===== src/rtl/call_session_controller.sv =====
// Purpose: call session sequencer between the UI and the transport layer (dial/answer/reject/end, timeouts, voicemail).
// Latency: every output is registered; an input event on cycle N is visible on cycle N+1.
// Backpressure: one-entry tx register; while it is occupied UI commands stall un-acked and rx replies are dropped.
module call_session_controller #(
    parameter logic [23:0] DIAL_TIMEOUT = 24'd5000000,
    parameter logic [23:0] RING_TIMEOUT = 24'd10000000,
    parameter logic [23:0] VM_MAX       = 24'd15000000
) (
    input  logic       clk,
    input  logic       reset,
    input  logic [2:0] command,
    input  logic [7:0] phn_num,
    output logic       cmd_ack,
    output logic [2:0] inc_command,
    output logic [7:0] caller_id,
    input  logic       rx_valid,
    input  logic [2:0] rx_type,
    input  logic [7:0] rx_num,
    output logic       tx_valid,
    input  logic       tx_ready,
    output logic [2:0] tx_type,
    output logic [7:0] tx_num,
    output logic [1:0] audio_route,
    output logic [2:0] session_state
);

    typedef enum logic [2:0] {
        ST_IDLE      = 3'd0,
        ST_DIALING   = 3'd1,
        ST_RINGING   = 3'd2,
        ST_CONNECTED = 3'd3,
        ST_VOICEMAIL = 3'd4
    } state_t;

    localparam logic [2:0] MSG_CALL_REQ = 3'd0;
    localparam logic [2:0] MSG_ACCEPT   = 3'd1;
    localparam logic [2:0] MSG_REJECT   = 3'd2;
    localparam logic [2:0] MSG_HANGUP   = 3'd3;
    localparam logic [2:0] MSG_BUSY     = 3'd4;

    localparam logic [2:0] CMD_NONE   = 3'd0;
    localparam logic [2:0] CMD_DIAL   = 3'd1;
    localparam logic [2:0] CMD_ANSWER = 3'd2;
    localparam logic [2:0] CMD_REJECT = 3'd3;
    localparam logic [2:0] CMD_END    = 3'd4;

    localparam logic [2:0] UI_CONNECTED = 3'd1;
    localparam logic [2:0] UI_FAILED    = 3'd2;
    localparam logic [2:0] UI_VOICEMAIL = 3'd3;
    localparam logic [2:0] UI_INCOMING  = 3'd5;
    localparam logic [2:0] UI_ENDED     = 3'd6;

    localparam logic [1:0] RT_MUTE = 2'd0;
    localparam logic [1:0] RT_LIVE = 2'd1;
    localparam logic [1:0] RT_VM   = 2'd2;

    state_t      state, state_nx;
    logic [23:0] timer, timer_nx, tmo_limit;
    logic        tmo;
    logic [2:0]  inc_nx;
    logic [7:0]  caller_nx;
    logic [1:0]  route_nx;
    logic        ack_nx;
    logic        send;
    logic [2:0]  send_type;
    logic [7:0]  send_num;

    assign session_state = state;

    // Timeout detection for the timed states. A ">=" compare lets a timeout
    // that lands while the tx register is occupied fire as soon as it drains.
    always_comb begin
        case (state)
            ST_DIALING:   tmo_limit = DIAL_TIMEOUT;
            ST_RINGING:   tmo_limit = RING_TIMEOUT;
            ST_VOICEMAIL: tmo_limit = VM_MAX;
            default:      tmo_limit = '0;
        endcase
        tmo = (tmo_limit != '0) && (timer >= tmo_limit - 24'd1);
    end

    // Next-state and event decode; priority is rx, then timeout, then UI command.
    always_comb begin
        state_nx  = state;
        inc_nx    = inc_command;
        caller_nx = caller_id;
        route_nx  = audio_route;
        ack_nx    = 1'b0;
        send      = 1'b0;
        send_type = MSG_CALL_REQ;
        send_num  = caller_id;
        if (rx_valid) begin
            if (state == ST_IDLE) begin
                if (rx_type == MSG_CALL_REQ) begin
                    caller_nx = rx_num;
                    inc_nx    = UI_INCOMING;
                    state_nx  = ST_RINGING;
                end
            end else if (rx_type == MSG_CALL_REQ) begin
                // Collision: turn the second caller away without disturbing the session.
                send      = !tx_valid;
                send_type = MSG_BUSY;
                send_num  = rx_num;
            end else if (rx_num == caller_id) begin
                case (state)
                    ST_DIALING: begin
                        if (rx_type == MSG_ACCEPT) begin
                            inc_nx   = UI_CONNECTED;
                            route_nx = RT_LIVE;
                            state_nx = ST_CONNECTED;
                        end else if (rx_type == MSG_REJECT || rx_type == MSG_BUSY) begin
                            inc_nx   = UI_FAILED;
                            state_nx = ST_IDLE;
                        end
                    end
                    ST_RINGING: begin
                        if (rx_type == MSG_HANGUP) begin
                            inc_nx   = UI_ENDED;
                            state_nx = ST_IDLE;
                        end
                    end
                    ST_CONNECTED, ST_VOICEMAIL: begin
                        if (rx_type == MSG_HANGUP) begin
                            inc_nx   = UI_ENDED;
                            route_nx = RT_MUTE;
                            state_nx = ST_IDLE;
                        end
                    end
                    default: ;
                endcase
            end
        end else if (!tx_valid && tmo) begin
            send = 1'b1;
            case (state)
                ST_DIALING: begin
                    send_type = MSG_HANGUP;
                    inc_nx    = UI_FAILED;
                    state_nx  = ST_IDLE;
                end
                ST_RINGING: begin
                    send_type = MSG_ACCEPT;
                    inc_nx    = UI_VOICEMAIL;
                    route_nx  = RT_VM;
                    state_nx  = ST_VOICEMAIL;
                end
                ST_VOICEMAIL: begin
                    send_type = MSG_HANGUP;
                    inc_nx    = UI_ENDED;
                    route_nx  = RT_MUTE;
                    state_nx  = ST_IDLE;
                end
                default: send = 1'b0;
            endcase
        end else if (!tx_valid && command != CMD_NONE) begin
            // Any nonzero command is acked here; ones meaningless in this state are dropped.
            ack_nx = 1'b1;
            case (state)
                ST_IDLE: begin
                    if (command == CMD_DIAL) begin
                        caller_nx = phn_num;
                        send      = 1'b1;
                        send_type = MSG_CALL_REQ;
                        send_num  = phn_num;
                        state_nx  = ST_DIALING;
                    end
                end
                ST_DIALING: begin
                    if (command == CMD_END) begin
                        send      = 1'b1;
                        send_type = MSG_HANGUP;
                        inc_nx    = UI_ENDED;
                        state_nx  = ST_IDLE;
                    end
                end
                ST_RINGING: begin
                    if (command == CMD_ANSWER) begin
                        send      = 1'b1;
                        send_type = MSG_ACCEPT;
                        inc_nx    = UI_CONNECTED;
                        route_nx  = RT_LIVE;
                        state_nx  = ST_CONNECTED;
                    end else if (command == CMD_REJECT) begin
                        send      = 1'b1;
                        send_type = MSG_REJECT;
                        inc_nx    = UI_ENDED;
                        state_nx  = ST_IDLE;
                    end
                end
                ST_CONNECTED: begin
                    if (command == CMD_END) begin
                        send      = 1'b1;
                        send_type = MSG_HANGUP;
                        inc_nx    = UI_ENDED;
                        route_nx  = RT_MUTE;
                        state_nx  = ST_IDLE;
                    end
                end
                default: ;
            endcase
        end
        if (state_nx != state)
            timer_nx = '0;
        else if (&timer)
            timer_nx = timer;
        else
            timer_nx = timer + 24'd1;
    end

    // State, UI outputs, timer and the one-entry tx register.
    always_ff @(posedge clk or posedge reset) begin
        if (reset) begin
            state       <= ST_IDLE;
            timer       <= '0;
            inc_command <= '0;
            caller_id   <= '0;
            audio_route <= '0;
            cmd_ack     <= 1'b0;
            tx_valid    <= 1'b0;
            tx_type     <= '0;
            tx_num      <= '0;
        end else begin
            state       <= state_nx;
            timer       <= timer_nx;
            inc_command <= inc_nx;
            caller_id   <= caller_nx;
            audio_route <= route_nx;
            cmd_ack     <= ack_nx;
            if (send) begin
                tx_valid <= 1'b1;
                tx_type  <= send_type;
                tx_num   <= send_num;
            end else if (tx_ready) begin
                tx_valid <= 1'b0;
            end
        end
    end

endmodule


===== config.mk =====
export PLATFORM = sky130hd
export DESIGN_NAME = call_session_controller
export DESIGN_NICKNAME = d
export VERILOG_FILES = /design/src/rtl/call_session_controller.sv
export SDC_FILE = /design/constraint.sdc
export NUM_CORES = 1
export LEC_CHECK = 0
export CORE_MARGIN = 2
export CORE_UTILIZATION = 45
export DETAILED_ROUTE_END_ITERATION = 10
export GPL_ROUTABILITY_DRIVEN = 0
export GPL_TIMING_DRIVEN = 0
export PLACE_DENSITY = 0.78
export SYNTH_ARGS = -nofsm -noshare
export SYNTH_HDL_FRONTEND = slang
export SYNTH_SLANG_ARGS = --single-unit
export TNS_END_PERCENT = 50

===== constraint.sdc =====
create_clock -name clk -period 4.2 [get_ports clk]
set_clock_uncertainty 0.15 [all_clocks]
set_input_delay 0.84 -clock clk [delete_from_list [all_inputs] [get_ports clk]]
set_output_delay 0.84 -clock clk [all_outputs]
set_load 0.03 [all_outputs]

# Word level (Yosys, flattened, before mapping)
# Index checks and enable logic that the tools add are counted.
[word_totals]
regBits = 53
inputBits = 26
output_inout_bits = 29
[classes]
add_sub_neg = 2
n_lt_le_gt_ge = 1
eq_ne = 34
muxes = 84
reduce_logical = 21
[op_table]
columns = ["operator", "count"]
rows = [
  ["3-bit two-way mux", 31],
  ["8-bit two-way mux", 9],
  ["24-bit case mux with 3 select lines", 1],
  ["24-bit two-way mux", 2],
  ["2-bit two-way mux", 14],
  ["24-bit by 1-bit adder with 24-bit output (second input constant)", 1],
  ["24-bit >= comparator", 1],
  ["3-bit case mux with 2 select lines", 4],
  ["24-bit AND reduction", 1],
  ["24-bit nonzero test", 1],
  ["24-bit by 1-bit subtractor with 24-bit output (second input constant)", 1],
  ["11-bit AND reduction", 2],
  ["2-bit case mux with 2 select lines", 5],
  ["3-bit by 2-bit == test with 1-bit output (second input constant)", 6],
  ["3-bit case mux with 3 select lines", 2],
  ["1-bit two-way mux", 15],
  ["4-bit by 2-bit != test with 1-bit output (second input constant)", 3],
  ["5-bit != test (second input constant)", 2],
  ["3-bit by 1-bit == test with 1-bit output (second input constant)", 3],
  ["3-bit == test (second input constant)", 3],
  ["3-bit != test (second input constant)", 3],
  ["8-bit == test", 1],
  ["4-bit != test (second input constant)", 2],
  ["4-bit nonzero test", 2],
  ["other kinds (16)", 27],
]

# Logic depth before layout (Yosys ltp)
[depth]
ltp_word = 11
ltp_mapped = 20
mapped_depth_nobuf = 17

# Worst setup path before layout
# OpenSTA, ideal clock, no wires.
[synth_path]
path_kind = "flip-flop to flip-flop"
from = "register state[1], in the netlist session_state[1]"
to = "register tx_num[0]"
setup_time_ns = 0.125
arrival_ns = 4.077
required_ns = 3.925
slack_ns = -0.152
path_stages_with_launch = 19
path_buffers = 2
period_less_slack_ns = 4.352
path_cell_list = "dfrtp_1 > buf_2 > buf_1 > xnor2_1 > nor2_1 > inv_1 > ha_1 > nor2_1 > nor2_1 > a21oi_1 > or2_2 > ha_1 > nand4_2 > nor4_2 > nand2_2 > a31o_1 > a221o_2 > o21ai_2 > mux2_2"
[synth_via]
elab_chain_len = 8
elab_cells_between_ends = 24
classes_between = "add/sub: 1; order compare: 1; eq/ne: 4; mux: 12; reduce/logical: 6"
[synth_rtl]
columns = ["item", "line_no", "source"]
rows = [
  ["from (decl)", "57", "state_t state, state_nx;"],
  ["from (signal assigned)", "222", "state <= state_nx;"],
  ["3-bit == test, or another cell as far along", "73, 134", ""],
  ["24-bit case mux with 3 select lines", "73", "case (state)"],
  ["24-bit by 1-bit subtractor with 24-bit output", "79", "tmo = (tmo_limit != '0) && (timer >= tmo_limit - 24'd1);"],
  ["24-bit >= comparator", "79", ""],
  ["1-bit logical AND", "79", ""],
  ["1-bit logical AND", "132", "end else if (!tx_valid && tmo) begin"],
  ["8-bit two-way mux / 1-bit two-way mux (equally long branches)", "--", ""],
  ["8-bit two-way mux / 1-bit two-way mux (equally long branches)", "92", "if (rx_valid) begin"],
  ["to (signal assigned)", "231", "tx_num <= send_num;"],
  ["to (decl)", "22", "output logic [7:0] tx_num,"],
]
# Several ways; a longest one is shown, not always the timed one.
# A chain may end at the register's enable or synchronous reset.

# Worst setup path after layout
[layout_path]
from = "register state[2], in the netlist session_state[2]"
to = "register timer[11]"
[layout_via]
elab_chain_len = 10
elab_cells_between_ends = 34
classes_between = "add/sub: 1; order compare: 1; eq/ne: 6; mux: 19; reduce/logical: 7"
[layout_rtl]
columns = ["item", "line_no", "source"]
rows = [
  ["3-bit == test, or another cell as far along", "73, 105, 134", ""],
  ["24-bit case mux with 3 select lines", "73", ""],
  ["24-bit by 1-bit subtractor with 24-bit output", "79", ""],
  ["24-bit >= comparator", "79", ""],
  ["1-bit logical AND", "79", ""],
  ["1-bit logical AND", "132", ""],
  ["3-bit two-way mux", "132", ""],
  ["3-bit two-way mux", "92", ""],
  ["3-bit != test *", "201", "if (state_nx != state)"],
  ["2-bit != test (no source line) / 24-bit two-way mux (equally long branches)", "--", ""],
  ["to (signal assigned)", "223", "timer <= timer_nx;"],
  ["to (decl)", "58", "logic [23:0] timer, timer_nx, tmo_limit;"],
]
# Mark *: on every way between the ends. The rest lies on a longest branch, timed or not.

==> parameters.txt <==
Parameter                              Value

Run status
  Outcome    completed

Final layout
  Diodes inserted    0
  Signed area change from the synthesized netlist to the final layout    25.05%
  Most common cell after layout, fill and taps aside    clkdlybuf4s50_1
  Post-route core utilization    between 50% and 60%
  Commonest cells after routing, fill and taps aside    51 x clkdlybuf4s50_1, 50 x dfrtp_1, 49 x nor2_1, 43 x nand2_1, 26 x a21oi_1
  Fillcell total    between 700 and 800
  Number of non-filler instances in the completed layout    around 650
  Net count reported at finish    588
  Flip-flop and latch area    approximately 1300 um^2
  Layout cells sized above 1    16.85%
  Design area    roughly 5000 um^2
  Multi-input gate area in the final layout    2665 um^2

Timing
  Period minus WS final    about 4 ns
  Setup Viol. Count Final    0
  Share of the cycle needed by the critical path after routing    approximately 100%
  Worst-case headroom to the max-slew limit    around 30%
  Fmax    approximately 240 MHz
  Worst path setup slack after routing    between 0.07 and 0.08 ns
  Tightest Pin Transition    about 1.0 ns
  Final number of hold-violating endpoints    0
  Max-slew violation count    0
  Post-Route Setup TNS    0 ns

Die
  Die Width    about 100 um
  I/O pin cnt    55
  Placeable Area    roughly 8800 um^2
  Die footprint    about 9900 um^2
  Initial Utilization    46.69%
  Die Span Y    roughly 99 um
  Number of core rows    34

Logic synthesis
  Adder-Cell Fraction of Synth Area    6.728%
  Primary FF master, synth    dfrtp_1
  Flop and latch count out of synthesis    53
  Sequential area share after synthesis    32.42%
  Basic-gate share of the synthesized area counting and, or, nand and nor cells    ~24%
  Main combinational cell family by area after synthesis    simple AND/OR/NAND/NOR gates
  Share of the synthesized netlist area taken by xor and xnor gates    under 10%
  Area fraction in compound gates after synthesis    between 20 and 25%
  Net count of the mapped netlist    about 500
  Share of synthesized area spent on multiplexers    under 10%
  Async set or reset register ratio after synthesis    100.0%
  Post-synthesis cell count    roughly 470
  Post-Synthesis Mean Instance Area    8.799 um^2
  Post-synth EDFFs    0
  Synth warnings    0
  Post-synthesis instance area    4091 um^2
  Number of different library cells in the post-synthesis netlist    75

Drt
  Post-detailed-routing wire length    between 10000 and 15000 um
  DRT Pass-1 Iters    5
  Via count of the routed design    roughly 4000
  Routed length per placed instance    around 17 um
  Per-cell via count in the routed design    between 6 and 7
  Initial detailed-routing violation count    356
  Remaining routing DRC violations    0
  Antenna Nets Post-Route    0

Flow run
  Max capacitance violation total    0

Setup path
  Crit path capture type    flip-flop
  Cell-by-cell listing of the critical path    buf_12, xnor2_4, nor2_4, inv_2, ha_4, inv_1, a21oi_1, a21oi_1, or2_2, ha_1, nand4_4, nor3_1, nand2_1, a31oi_1, buf_4, a22oi_1, o21ai_2, buf_4, nor2_1
  Slowest-stage cell, CP    dfrtp_2
  Largest stage delay on the critical path    roughly 0.5 ns
  Data arrival at the endpoint of the critical path    between 4 and 5 ns
  Critical Path RT    4.25 ns
  Setup crit start kind    flip-flop
  Worst r2r path cells    19
  Category of the most critical setup path    reg2reg
  Highest net fanout along the worst path    10

Placed design
  Worst slack, placed    -0.4182 ns
  Number of instances in the placed design    625
  Input/output buffers    51
  Cell area reported after detailed placement    between 4000 and 5000 um^2
  Detail Placement HPWL    8124 um

Clocking
  CTS Hold Buffers Added    0
  CTS Sinks    53
  Max Buffers Root-to-Sink    2
  Clock transition at the registers of the reported paths    about 0.10 ns
  Number of buffers added by the clock tree synthesis step    5
  H-Tree Depth    2
  Clock root buffer    clkbuf_8
  Clock latency on the worst-skew pair    between 0.3 and 0.4 ns
  CTS tree    built

Worst hold path
  Number of stages on the worst hold path    1
  Worst min path class    reg2reg

Global routing
  Gr usage total    around 22%
  Initial antenna violation count    0
  Global-route congestion overflow total    0
  Global-route wire length before repair    approximately 18000 um
  Pin count of the biggest net entering global routing    30
  Number of global-route vias before repair    approximately 3700

Power
  Areal power density over the cells    767.8 nW/um^2
  Maximum VDD drop    roughly 380 uV
  Standby leakage power    about 2.1 nW
## path summary, 6_finish.rpt
path	end	from	slack (ns)
max	timer[11]	session_state[2]	0.08
min	tx_type[1]	tx_type[1]	0.36
max reg2reg	timer[11]	session_state[2]	0.08
min reg2reg	tx_type[1]	tx_type[1]	0.36
max in group asynchronous	timer[2]	reset	2.60
min in group asynchronous	tx_num[6]	reset	0.76
## stage by stage
step                hold WS (ns)  power [mW]
detailed placement        0.3430       3.229
floorplan                 0.3806       2.552
global route              0.3842       4.194
CTS                       0.3676       3.608
finish                    0.3566       3.928
global placement          0.3256       3.148
## worst max-delay path: cells and delay by family, from the launching register on
kind	cells	cell delay (ns)
AND/OR/NAND/NOR	6	0.94
AO/OA/AOI/OAI	5	0.93
adder cells (fa/ha/maj)	2	0.49
flip-flops	1	0.50
XOR/XNOR	1	0.20
buffers and inverters	5	0.78
## routing by layer
| metal | vias up | global-route usage (%) | part of all wire, % |
|---|---|---|---|
| met5 | - | 0 | 0 |
| met4 | 0 | 6.112 | 1.4 |
| met3 | 28 | 4.708 | 7.3 |
| met2 | 174 | 35.97 | 48 |
| met1 | 1905 | 30.74 | 43 |
| li1 | 1839 | - | - |
## cells by family (layout without fill, tap and decap cells)
logic type | Yosys count | in the layout
compound gates | 113 | 113
mux | 15 | 15
xor+xnor | 32 | 32
fa+ha+maj | 22 | 22
simple gates | 189 | 189
buf+inv | 41 | 116
flops | 53 | 53
## layout make-up
| cell class | count | area share (%) |
|---|---|---|
| plain buffers | 21 | 2.935 |
| clock buffers | 6 | 1.614 |
| clock inverters | 1 | 0.1467 |
| inverters | 18 | 1.321 |
| multi-input cells | 371 | 52.09 |
| flip-flops and latches | 53 | 26.00 |
| well taps | 108 | 2.641 |
| repair buffers | 70 | 13.26 |
## synthesized netlist by cell type, types with 3 or more instances
cell	instances	share of area, %
xor2_1	9	1.9
or2_2	4	0.61
o21a_1	3	0.55
nand4_1	11	1.7
a31oi_1	4	0.61
xnor2_1	23	4.9
dfrtp_1	53	32
o21ai_0	21	2.6
o21ai_2	3	0.64
nor2_1	52	4.8
nand3_1	15	1.8
a21boi_0	7	1.3
nand2b_1	6	0.92
o211ai_1	4	0.73
nor4_1	6	0.92
ha_1	22	6.7
nor3b_1	3	0.55
nor4_2	3	0.92
mux2i_1	10	2.4
a211o_1	4	0.86
and3_1	5	0.76
buf_2	7	0.86
nand2_1	44	4.0
inv_1	17	1.6
clkbuf_1	9	0.83
nor2b_1	3	0.46
a32o_1	6	1.5
a21oi_1	27	3.3
nor3_1	19	2.3
mux2_2	4	1.1
## state kept, by name (all words and copies together), names as in the netlist
name           flops
cmd_ack            1
tx_num             8
audio_route        2
session_state      3
inc_command        3
timer             24
tx_type            3
caller_id          8
tx_valid           1
## report_power, final
| part | leakage (nW) | switching, mW | internal, mW |
|---|---|---|---|
| clock | 0.0433 | 0.172 | 0.131 |
| combinational | 1.38 | 1.46 | 1.15 |
| sequential | 0.657 | 0.282 | 0.731 |
| total | 2.08 | 1.92 | 2.01 |
## repair_timing
item / 4_1_cts / 5_1_grt
gates resized for setup: 12 / 22
hold endpoints to repair: 0 / 0
setup endpoints to repair: 50 / 50
pin swaps: 2 / 7
cloned: 0 / 0
buffers inserted: 3 / 15
Note: power is estimated with default switching activity, not from simulation.
